<file path="config.mk">
export PLATFORM = sky130hd
export DESIGN_NAME = plru_state_array_flat
export DESIGN_NICKNAME = d
export VERILOG_FILES = /design/src/rtl/plru_state_array_if.sv /design/src/rtl/plru_state_array.sv /design/src/flat_wrapper.sv
export SDC_FILE = /design/constraint.sdc
export NUM_CORES = 1
export LEC_CHECK = 0
export CORE_UTILIZATION = 60
export CTS_BUF_LIST = sky130_fd_sc_hd__clkbuf_4
export CTS_CLUSTER_SIZE = 24
export DETAILED_ROUTE_END_ITERATION = 12
export GPL_TIMING_DRIVEN = 1
export HOLD_SLACK_MARGIN = 0.12
export PLACE_DENSITY = 0.86
export SYNTH_ARGS = -nofsm -noshare
export SYNTH_HDL_FRONTEND = slang
export SYNTH_SLANG_ARGS = --single-unit
</file>
<file path="constraint.sdc">
create_clock -name clk -period 2.77 [get_ports clk]
set_clock_uncertainty 0.1 [all_clocks]
set_input_delay 0.277 -clock clk [delete_from_list [all_inputs] [get_ports clk]]
set_output_delay 0.277 -clock clk [all_outputs]
set_load 0.02 [all_outputs]
</file>
<file path="src/rtl/plru_state_array_if.sv">
// plru_state_array_if: read/write/init bus between the cache PLRU logic and the per-set state array.
interface plru_state_array_if #(parameter int NUM_SETS = 16);
    localparam int SET_IDX_W = $clog2(NUM_SETS);
    logic                 rd_en;
    logic [SET_IDX_W-1:0] rd_set;
    logic [2:0]           rd_data;
    logic                 rd_valid;
    logic                 wr_en;
    logic [SET_IDX_W-1:0] wr_set;
    logic [2:0]           wr_data;
    logic                 init_busy;
    modport master (output rd_en, rd_set, wr_en, wr_set, wr_data, input rd_data, rd_valid, init_busy);
    modport slave  (input rd_en, rd_set, wr_en, wr_set, wr_data, output rd_data, rd_valid, init_busy);
endinterface

</file>
<file path="src/rtl/plru_state_array.sv">
// plru_state_array: per-set 3-bit tree-PLRU state store with post-reset clear sweep and hold coherence.
// Define PLRU_BYPASS_EN for write-first same-set read/write forwarding; default build is read-first.
module plru_state_array #(
    parameter int NUM_SETS = 16
) (
    input logic clk,
    input logic rst_n,
    plru_state_array_if.slave bus
);
    localparam int SET_IDX_W = $clog2(NUM_SETS);
    localparam logic [SET_IDX_W:0] LAST = (SET_IDX_W+1)'(NUM_SETS - 1);

    typedef enum logic {INIT, RUN} state_t;

    state_t               state, state_nx;
    logic [SET_IDX_W:0]   cnt, cnt_nx;
    logic [2:0]           entry [NUM_SETS];
    logic [SET_IDX_W-1:0] held_set;
    logic [2:0]           rd_data_q, rd_word;
    logic                 rd_valid_q, run, hold_hit;

    assign run      = state == RUN;
    assign hold_hit = bus.wr_en && bus.wr_set == held_set;

`ifdef PLRU_BYPASS_EN
    assign rd_word = (bus.wr_en && bus.wr_set == bus.rd_set) ? bus.wr_data : entry[bus.rd_set];
`else
    assign rd_word = entry[bus.rd_set];
`endif

    always_comb begin
        state_nx = (state == INIT && cnt == LAST) ? RUN : state;
        cnt_nx   = (state == INIT) ? cnt + 1'b1 : cnt;
    end

    always_ff @(posedge clk) begin
        if (!rst_n) begin
            state      <= INIT;
            cnt        <= '0;
            rd_valid_q <= 1'b0;
            rd_data_q  <= 3'b000;
            held_set   <= '0;
        end else begin
            state      <= state_nx;
            cnt        <= cnt_nx;
            rd_valid_q <= run && bus.rd_en;
            if (run && bus.rd_en) begin
                held_set  <= bus.rd_set;
                rd_data_q <= rd_word;
            end else if (run && hold_hit) begin
                rd_data_q <= bus.wr_data;
            end
        end
    end

    // The sweep owns the array until RUN, so cache writes during INIT are dropped.
    always_ff @(posedge clk) begin
        if (!run)
            entry[cnt[SET_IDX_W-1:0]] <= 3'b000;
        else if (rst_n && bus.wr_en)
            entry[bus.wr_set] <= bus.wr_data;
    end

    assign bus.rd_data   = rd_data_q;
    assign bus.rd_valid  = rd_valid_q;
    assign bus.init_busy = !run;
endmodule

</file>
<file path="src/flat_wrapper.sv">
// flat-port wrapper written by rule: the top's interface ports become plain ports
module plru_state_array_flat 
#(
    parameter int NUM_SETS = 16
)
  (clk, rst_n, bus_rd_en, bus_rd_set, bus_wr_en, bus_wr_set, bus_wr_data, bus_rd_data, bus_rd_valid, bus_init_busy);
  plru_state_array_if #(.NUM_SETS(NUM_SETS)) bus_i ();
  input logic clk;
  input logic rst_n;
  input wire logic [$bits(bus_i.rd_en)-1:0] bus_rd_en;
  input wire logic [$bits(bus_i.rd_set)-1:0] bus_rd_set;
  input wire logic [$bits(bus_i.wr_en)-1:0] bus_wr_en;
  input wire logic [$bits(bus_i.wr_set)-1:0] bus_wr_set;
  input wire logic [$bits(bus_i.wr_data)-1:0] bus_wr_data;
  output wire logic [$bits(bus_i.rd_data)-1:0] bus_rd_data;
  output wire logic [$bits(bus_i.rd_valid)-1:0] bus_rd_valid;
  output wire logic [$bits(bus_i.init_busy)-1:0] bus_init_busy;
  assign bus_i.rd_en = bus_rd_en;
  assign bus_i.rd_set = bus_rd_set;
  assign bus_i.wr_en = bus_wr_en;
  assign bus_i.wr_set = bus_wr_set;
  assign bus_i.wr_data = bus_wr_data;
  assign bus_rd_data = bus_i.rd_data;
  assign bus_rd_valid = bus_i.rd_valid;
  assign bus_init_busy = bus_i.init_busy;
  plru_state_array #(.NUM_SETS(NUM_SETS)) u_core (.clk(clk), .rst_n(rst_n), .bus(bus_i));
endmodule
</file>
# After elaboration in Yosys (flattened, before gate mapping)
# Memories as Yosys holds them, arrays and structs flattened.
# Cells that the tools add are included.
# word_totals
reg_bits,14
ram_bits,48
input_bits,15
output_inout_bits,5
wordCells,27
mem_count,1
# op_classes
n_addsub,1
eq_ne,2
n_mux,9
bitwise,1
reduce_logical,8
# memory_table
name,words,width,read_ports,rd_clocked_by_memory_dff,wr,line_no,source
u_core.entry,16,3,1,0,1,plru_state_array.sv:17,logic [2:0] entry [NUM_SETS];
# op_table
operator,count
two-way mux 3 bit,3
"adder 5 x 1 -> 5 bit, second input constant",1
"equality test 5 x 4 -> 1 bit, second input constant",1
logical AND 1 bit,5
two-way mux 1 bit,5
equality test 4 bit,1
two-way mux 4 bit,1
OR reduction 3 bit,1
nonzero test 2 bit,1
logical NOT 1 bit,1
inverter 1 bit,1

# Logic depth before layout (Yosys ltp)
# Gate-level depths: netlist (run 1).
# depth
word_depth,6
depth_mapped,7
ltp_nobuf,5

# Least setup slack after synthesis (run 1)
# No wires, ideal clock.
# synth_path
kind,reg2reg
from,"register u_core.state, in the netlist u_core.run"
to,memory u_core.entry[6][0] (enable)
setup_time_ns,0.319
arrival_time_ns,1.171
t_required_ns,2.351
path_slack_ns,1.180
path_stages_with_launch,7
path_buffers,2
period_less_slack_ns,1.590
path_cell_list,dfxtp_1 -> buf_6 -> and3_1 -> clkbuf_1 -> nand2_1 -> o32a_1 -> nor2_1
# synth_via
elab_chain_len,4
word_cells_on_any_way,6
cone_classes,mux (5); reduce/logical (1)
# synth_lines
element,line_no,source
from (decl),plru_state_array.sv:15,"state_t state, state_nx;"
from (signal assigned),plru_state_array.sv:44,state <= state_nx;
two-way mux 1 bit,plru_state_array.sv:58,if (!run)
two-way mux 1 bit (implied by the code),plru_state_array.sv:61,entry[bus.wr_set] <= bus.wr_data;
OR reduction 3 bit (no line),n/a,
two-way mux 4 bit (no line) or two-way mux 1 bit (tied branches),n/a,
to (decl),plru_state_array.sv:17,
# Parallel ways exist; a longest one is shown, timed or not.

# Worst setup path in the final report (run 1)
# layout_path
from,"register u_core.state, in the netlist u_core.run"
to,output bus_init_busy
# layout_via
elab_chain_len,1
# layout_lines
element,line_no,source
logical NOT 1 bit,n/a,
to (decl),flat_wrapper.sv:17,output wire logic [$bits(bus_i.init_busy)-1:0] bus_init_busy;
# Every way passes these cells.

==> impl_metrics.ini, run 1 <==
[yosys]
ys_ff_latch = 62
average_cell_area_after_synthesis_um2 = 13.6
synthDominantCellAreaShare = 0.531
post_synth_num_cell_types = 32
synth_edf_count = 48
post-synth-top-area-cell = edfxtp_1
share_of_synthesized_flip_flops_with_an_asynchronous_set_or_reset = 0
synth_warnings = 0
synth.cell_area_mm2 = 0.00271
synth.top_cells.by_area = edfxtp_1 53%, dfxtp_1 10%, mux2i_1 10%
syn-num-nets = 217
postSynth.topFlopCell = edfxtp_1
ys_seq_area_frac = 0.634
cells_after_synth = 200

[clocking]
cts.htree.levels = 3
ctsLongestPathBuffers = 2
clock_insertion_delay_worst_skew_ns = 0.39
post_cts_buffers = 0
postCtsHoldBufs = 0
postCtsResizedCells = 0
tritoncts_num_sinks = 62
ctsRootBufferMaster = clkbuf_4
clk_transition_reported_paths_ns = 0.10
num_cts_buffers = 9
cts_tree = yes

[grt]
gr-usage-all-layers = 0.239
grt_busiest_layer = met2
grt_start_max_net_pins = 26
grt_pass1_wl_mm = 8.54
gr-total-overflow = 0
grtUsageMet1 = 0.324
grtUsageMet2 = 0.371
groute.layer.met3.usage = 0.0465
number_of_antenna_violations_at_the_first_check_in_global_routing = 0
first_global_vias = 1671

[floorplanning]
die_area_mm2 = 0.00480
std_cell_rows = 24
core_mm2 = 0.00435
io_pins = 20
initial_core_util = 0.623
die_h_um = 69.3
dieWidth_um = 69.3

[sta]
finalSetupViolCount = 0
fmax_ghz = 0.444
final_critical_path_required_period_ns = 2.25
final-max-slew-violation-count = 0
worst_slew_pin_slew_ns = 0.647
rsz0062_at_grt = no
worst_slew_margin_rel = 0.569
timing.hold.ws_ns = 0.398
post-route-period-util = 0.813
finalHoldViolations = 0
setup-tns-final_ns = 0

[place]
placed_area_mm2 = 0.00292
gp_routability_congestion = 0.819
numPortBuffers = 19
detailedPlacementHpwl_mm = 3.54

[route]
routed_vias = 1697
drc = 0
vias_per_cell = 6.04
first_iter_violations = 166
detailedRoute.firstPassIterationCount = 4
wirelength_mm = 5.19
wire_per_inst_um = 18.5
final_antenna_net_count = 0

[finish]
multi_input_comb_area_um2 = 895
area.growth.synth_to_final_pct = 13.5
layout.filler_cells = 296
fin_area_mm2 = 0.00308
antenna-diode-count = 0
most_common_cell_after_layout_fill_and_taps_aside = edfxtp_1
nNetsFinal = 241
layout.area.seq_mm2 = 0.00172
final_cell_mix = 48 x edfxtp_1, 28 x mux2i_1, 20 x nor2_1
drive_above_1_share = 0.100
fin_util = 0.707

[worst_setup_path]
critPathRequiredTime_ns = 2.39
worst_setup_path_end_kind = output port
criticalPathCategory = flip-flop to output port
worstPathMaxFanout = 18
crit_path_start_kind = flip-flop
cp.arrival_ns = 1.88

[worst_hold_path]
hold_class = flip-flop to flip-flop

[run_status]
run_status = finished, final reports clean

[power]
power_density_mw_per_mm2 = 594
vdd_ir_drop_max_v = 0.000362
power.static_leakage_nw = 1.05

[job]
cap_viol_max_count = 0
==> where the power goes <==
| group | internal, mW | total [mW] | switching, mW |
|---|---|---|---|
| logic | 0.0517 | 0.114 | 0.0621 |
| clock network | 0.395 | 0.699 | 0.304 |
| registers | 1.01 | 1.02 | 0.00858 |
==> worst max-delay path: stages (launching register included) <==
cell and delay (ns):
dfxtp_1 0.71, inv_1 0.19, clkdlybuf4s50_1 0.58
==> flip-flops by register name, indices dropped and copies added, names as in the netlist <==
signal	flops
u_core.cnt	5
u_core.bus.rd_data	3
u_core.entry	48
u_core.bus.rd_valid	1
u_core.run	1
u_core.held_set	4
==> cells by family after synthesis <==
logic type	after synthesis	synth area share
buf+inv	13	0.0360
fa+ha+maj	2	0.00922
simple gates	56	0.102
xor+xnor	6	0.0194
flops	62	0.634
mux	28	0.103
compound gates	33	0.0954
==> cells in the mapped netlist (4+ instances only) <==
| library cell | instances |
|---|---|
| a21boi_0 | 4 |
| nor3_1 | 4 |
| nand2_1 | 7 |
| dfxtp_1 | 14 |
| a221oi_1 | 6 |
| a31oi_1 | 4 |
| inv_1 | 5 |
| a22o_2 | 4 |
| and2_1 | 7 |
| nand3_1 | 7 |
| and3_1 | 4 |
| a21oi_1 | 4 |
| edfxtp_1 | 48 |
| mux2i_1 | 28 |
| nor2_1 | 20 |
==> area by class of cell <==
class | count | area share
clock inverter | 4 | 0.0232
clock buffer | 12 | 0.0293
inverter | 5 | 0.00610
tap | 52 | 0.0211
sequential | 62 | 0.559
multi-input combinational | 125 | 0.291
timing repair buffer | 21 | 0.0707
==> worst paths after layout <==
path	start	endpoint	slack, ns	depth (start not counted)
setup / recovery	u_core.run	bus_init_busy	0.52	2
hold / removal	u_core.held_set[2]	u_core.held_set[2]	0.40	2
setup reg to reg	u_core.run	u_core.entry[6][0]	0.55	4
hold reg to reg	u_core.held_set[2]	u_core.held_set[2]	0.40	2
==> routing by layer <==
metal,up-vias,share of wire
met5,-,0
met4,0,0.023
met3,11,0.053
met2,59,0.48
met1,815,0.44
li1,812,-
==> through the flow <==
stage	power [mW]	setup slack, ns	cells
finish	1.83	0.518	281
CTS	1.83	0.516	281
global placement	1.15	0.526	265
detailed placement	1.15	0.493	265
floorplan	1.10	1.18	200
global route	1.88	0.299	281
(Power assumes the default switching activity.)
==> run 2, diff against run 1 <==
- CORE_UTILIZATION: 60 -> 54
- PLACE_DENSITY: 0.86 -> 0.82
- clock period: 2.77 -> 2 ns (I/O delays scaled with it)
==> impl_metrics.ini, run 2 (synthesis gave the netlist of run 1 again) <==
[run_status]
run_status = finished, final reports clean

[worst_setup_path]
criticalPathCategory = flip-flop to flip-flop
cp.arrival_ns = 1.75
worstPathMaxFanout = 6
crit_path_start_kind = flip-flop
critPathRequiredTime_ns = 1.98
worst_setup_path_end_kind = flip-flop

[place]
detailedPlacementHpwl_mm = 3.86
placed_area_mm2 = 0.00308
dp_slack_ns = -0.0751
gp_routability_congestion = 0.771
numPortBuffers = 19
placedCellCount = 297

[floorplanning]
initial_core_util = 0.567
core_mm2 = 0.00479
die_area_mm2 = 0.00531
dieWidth_um = 72.9
std_cell_rows = 25
io_pins = 20
die_h_um = 72.9

[route]
first_iter_violations = 91
met3RoutedLength_um = 174
drc = 0
highest_layer = met4
routed_vias = 1721
wirelength_mm = 5.29
vias_per_cell = 5.53
routed-wl-met2_mm = 2.49
final_antenna_net_count = 0
met1_length_mm = 2.41
detailedRoute.firstPassIterationCount = 4
wire_per_inst_um = 17.0

[power]
swShare = 0.222
power_density_mw_per_mm2 = 708
p_total_mw = 2.25
power.net_switching_mw = 0.499
power.share.sequential = 0.625
power.share.combinational = 0.081
vdd_ir_drop_max_v = 0.000343
pwr-share-clk = 0.294
power.static_leakage_nw = 1.11
power_report.internal_total_mw = 1.75

[worst_hold_path]
hold_class = flip-flop to flip-flop

[sta]
finalSetupViolCount = 0
worst_slew_pin_slew_ns = 0.600
setup-tns-final_ns = 0
final_critical_path_required_period_ns = 1.77
fmax_ghz = 0.566
setup_slack_ns = 0.233
finalHoldViolations = 0
final-max-slew-violation-count = 0
worst_slew_margin_rel = 0.600
rsz0062_at_grt = no
post-route-period-util = 0.884

[finish]
largest_reg_flops = 48
nNetsFinal = 258
layout.filler_cells = 362
antenna-diode-count = 0
final_cell_mix = 48 x edfxtp_1, 28 x mux2i_1, 20 x nor2_1
area.growth.synth_to_final_pct = 17.0
layout_top_registers = u_core.entry: 48 flops, u_core.cnt: 5 flops, u_core.held_set: 4 flops
largest_reg_by_ff_count = u_core.entry
most_common_cell_after_layout_fill_and_taps_aside = edfxtp_1
final_cells = 311
drive_above_1_share = 0.156
multi_input_comb_area_um2 = 895
fin_area_mm2 = 0.00318
layout.area.seq_mm2 = 0.00172

[clocking]
tritoncts_num_sinks = 62
clock_insertion_delay_worst_skew_ns = 0.39
ctsLongestPathBuffers = 2
postCtsHoldBufs = 0
clk_transition_reported_paths_ns = 0.09
cts_tree = yes
cts.htree.levels = 3
ctsRootBufferMaster = clkbuf_4
num_cts_buffers = 9

[grt]
grt_pass1_wl_mm = 8.32
number_of_antenna_violations_at_the_first_check_in_global_routing = 0
first_global_vias = 1774
gr-usage-all-layers = 0.225
grt_start_max_net_pins = 17
gr-total-overflow = 0

[job]
cap_viol_max_count = 0
-- run 2: worst paths after layout --
kind	startpoint	end	slack (ns)	cells past startpoint
min	u_core.held_set[3]	u_core.held_set[3]	0.38	2
max	u_core.run	u_core.entry[2][2]	0.23	5
max reg2reg	u_core.run	u_core.entry[2][2]	0.23	5
min reg2reg	u_core.held_set[3]	u_core.held_set[3]	0.38	2
-- run 2: metal layers --
metal,vias up,global-route usage
met1,820,0.278
met5,-,0
met3,17,0.0511
met2,40,0.355
met4,0,0.153
li1,844,-
-- run 2: layout make-up --
cell class                      instances  share of cell area
Tap cell                               67              0.0264
Clock buffer                           11              0.0260
Timing Repair Buffer                   38               0.113
Clock inverter                          3             0.00433
Inverter                                5             0.00591
Multi-Input combinational cell        125               0.282
Sequential cell                        62               0.542
-- run 2: worst max-delay path, cell delays in order, from the launching register on --
cell and delay (ns):
dfxtp_1 0.40, nand3_1 0.22, nor3b_1 0.28, a31oi_1 0.07, buf_4 0.16, nor2_1 0.23
-- run 2: power by group through the flow --
stage	clock network (mW)	registers (mW)	logic (mW)
finish	0.660	1.40	0.183
global route	0.712	1.41	0.197
floorplan	0	1.43	0.0986
CTS	0.661	1.40	0.182
global placement	0	1.43	0.178
detailed placement	0	1.43	0.182
-- run 2: metrics by stage --
stage | utilization | hold slack (ns)
floorplan | - | 0.238
global placement | 0.643 | 0.365
detailed placement | 0.643 | 0.368
CTS | 0.663 | 0.380
global route | 0.664 | 0.418
finish | 0.664 | 0.376
-- run 2: timing repair --
item / in CTS / in global routing
gates resized for setup: 0 / 1
buffers inserted: 0 / 0
setup endpoints to repair: 0 / 1
==> run 3, diff against run 2 <==
- MAX_ROUTING_LAYER: unset -> met4
==> impl_metrics.ini, run 3 (synthesis gave the netlist of run 1 again) <==
[run_status]
run_status = finished, final reports clean

[worst_setup_path]
cp.arrival_ns = 1.75
criticalPathCategory = flip-flop to flip-flop
critical_path.reg2reg.startpoint = u_core.run
launch_point_of_the_worst_path = u_core.run
reg2reg_depth = 5
worstPathMaxFanout = 6
critPathRequiredTime_ns = 1.98
worst_setup_path_end_kind = flip-flop
crit_end = u_core.entry[2][0]
r2r_end = u_core.entry[2][0]
rrSetupSlack_ns = 0.23
crit_path_start_kind = flip-flop

[route]
first_iter_violations = 95
highest_layer = met4
routed_vias = 1723
detailedRoute.firstPassIterationCount = 4
drc = 0
final_antenna_net_count = 0
wirelength_mm = 5.28
wire_per_inst_um = 17.0
routed-wl-met2_mm = 2.49
vias_per_cell = 5.54
met3RoutedLength_um = 163
met1_length_mm = 2.41

[sta]
worst_slew_margin_rel = 0.600
rsz0062_at_grt = no
finalSetupViolCount = 0
final_critical_path_required_period_ns = 1.77
post-route-period-util = 0.885
worst_slew_pin_slew_ns = 0.600
fmax_ghz = 0.565
final-max-slew-violation-count = 0
timing.hold.ws_ns = 0.376
finalHoldViolations = 0

[place]
placed_area_mm2 = 0.00308
gp_routability_congestion = 0.781
detailedPlacementHpwl_mm = 3.86
numPortBuffers = 19

[floorplanning]
core_mm2 = 0.00479
die_h_um = 72.9
io_pins = 20
std_cell_rows = 25
initial_core_util = 0.567
die_area_mm2 = 0.00531
dieWidth_um = 72.9

[finish]
most_common_cell_after_layout_fill_and_taps_aside = edfxtp_1
antenna-diode-count = 0
fin_area_mm2 = 0.00318
final_cell_mix = 48 x edfxtp_1, 28 x mux2i_1, 20 x nor2_1
fin_util = 0.664
largest_reg_by_ff_count = u_core.entry
drive_above_1_share = 0.156
largest_reg_flops = 48
nNetsFinal = 258
area.growth.synth_to_final_pct = 17.0
layout_top_registers = u_core.entry: 48 flops, u_core.cnt: 5 flops, u_core.held_set: 4 flops

[clocking]
cts.htree.levels = 3
tritoncts_num_sinks = 62
clk_transition_reported_paths_ns = 0.09
clock_insertion_delay_worst_skew_ns = 0.39
ctsRootBufferMaster = clkbuf_4
cts_tree = yes
num_cts_buffers = 9
post_cts_buffers = 0
ctsLongestPathBuffers = 2

[job]
cap_viol_max_count = 0

[grt]
grt_start_max_net_pins = 17
number_of_antenna_violations_at_the_first_check_in_global_routing = 0
gr-usage-all-layers = 0.232
first_global_vias = 1774
gr-total-overflow = 0
grt_pass1_wl_mm = 8.31

[power]
power.net_switching_mw = 0.498
power_report.internal_total_mw = 1.75
power.share.combinational = 0.081
power.static_leakage_nw = 1.11
pwr-share-clk = 0.293
vdd_ir_drop_max_v = 0.000343
power.share.sequential = 0.625
swShare = 0.222
power_density_mw_per_mm2 = 708

[worst_hold_path]
hold_class = flip-flop to flip-flop
[run 3: cell counts in the layout (fill, tap and decap cells not counted)]
Identical to the previous run, type by type.
[run 3: worst min-delay path by stage]
stage               cells after the start                     to                from  slack, ns
floorplan                               2  u_core.bus.rd_data[0]               rst_n       0.24
global placement                        2     u_core.held_set[1]  u_core.held_set[1]       0.37
detailed placement                      2     u_core.held_set[3]  u_core.held_set[3]       0.37
CTS                                     2     u_core.held_set[3]  u_core.held_set[3]       0.38
global route                            2     u_core.held_set[2]  u_core.held_set[2]       0.42
finish                                  2     u_core.held_set[3]  u_core.held_set[3]       0.38
[run 3: power groups by stage]
stage / Clock (mW) / Sequential [mW] / Combinational [mW]
after global routing: 0.712 / 1.41 / 0.197
after CTS: 0.661 / 1.40 / 0.182
final: 0.659 / 1.40 / 0.183
after global placement: 0 / 1.43 / 0.178
after detailed placement: 0 / 1.43 / 0.182
after floorplan: 0 / 1.43 / 0.0986
[run 3: metrics by stage]
step	cells	power (mW)	setup TNS [ns]	setup slack [ns]
after floorplan	200	1.53	0	0.410
after global placement	297	1.61	-0.837	-0.0452
after detailed placement	297	1.62	-2.01	-0.0751
after CTS	311	2.25	0	0.0380
after global routing	311	2.32	0	0.104
final	311	2.25	0	0.229
[run 3: repair_timing]
item	in CTS	in global routing
resized for setup	0	1
setup endpoints to repair	0	1
hold buffers	0	0
[run 3: worst max-delay path, stage by stage, from the launching register on]
cell and delay, ns:
dfxtp_1 0.40, nand3_1 0.22, nor3b_1 0.28, a31oi_1 0.07, buf_4 0.16, nor2_1 0.23
[run 3: per-layer routing]
metal  up-vias  GRT usage
li1        845          -
met1       821      0.278
met2        40      0.355
met3        17     0.0511
met4         0      0.153
met5         -          -
[run 3: area by class of cell]
| type | count | area (um^2) |
|---|---|---|
| flip-flops and latches | 62 | 1720 |
| fillers | 362 | 1610 |
| multi-input cells | 125 | 895 |
| repair buffers | 38 | 360 |
| well taps | 67 | 83.8 |
| clock buffers | 11 | 82.6 |
| inverters | 5 | 18.8 |
| clock inverters | 3 | 13.8 |
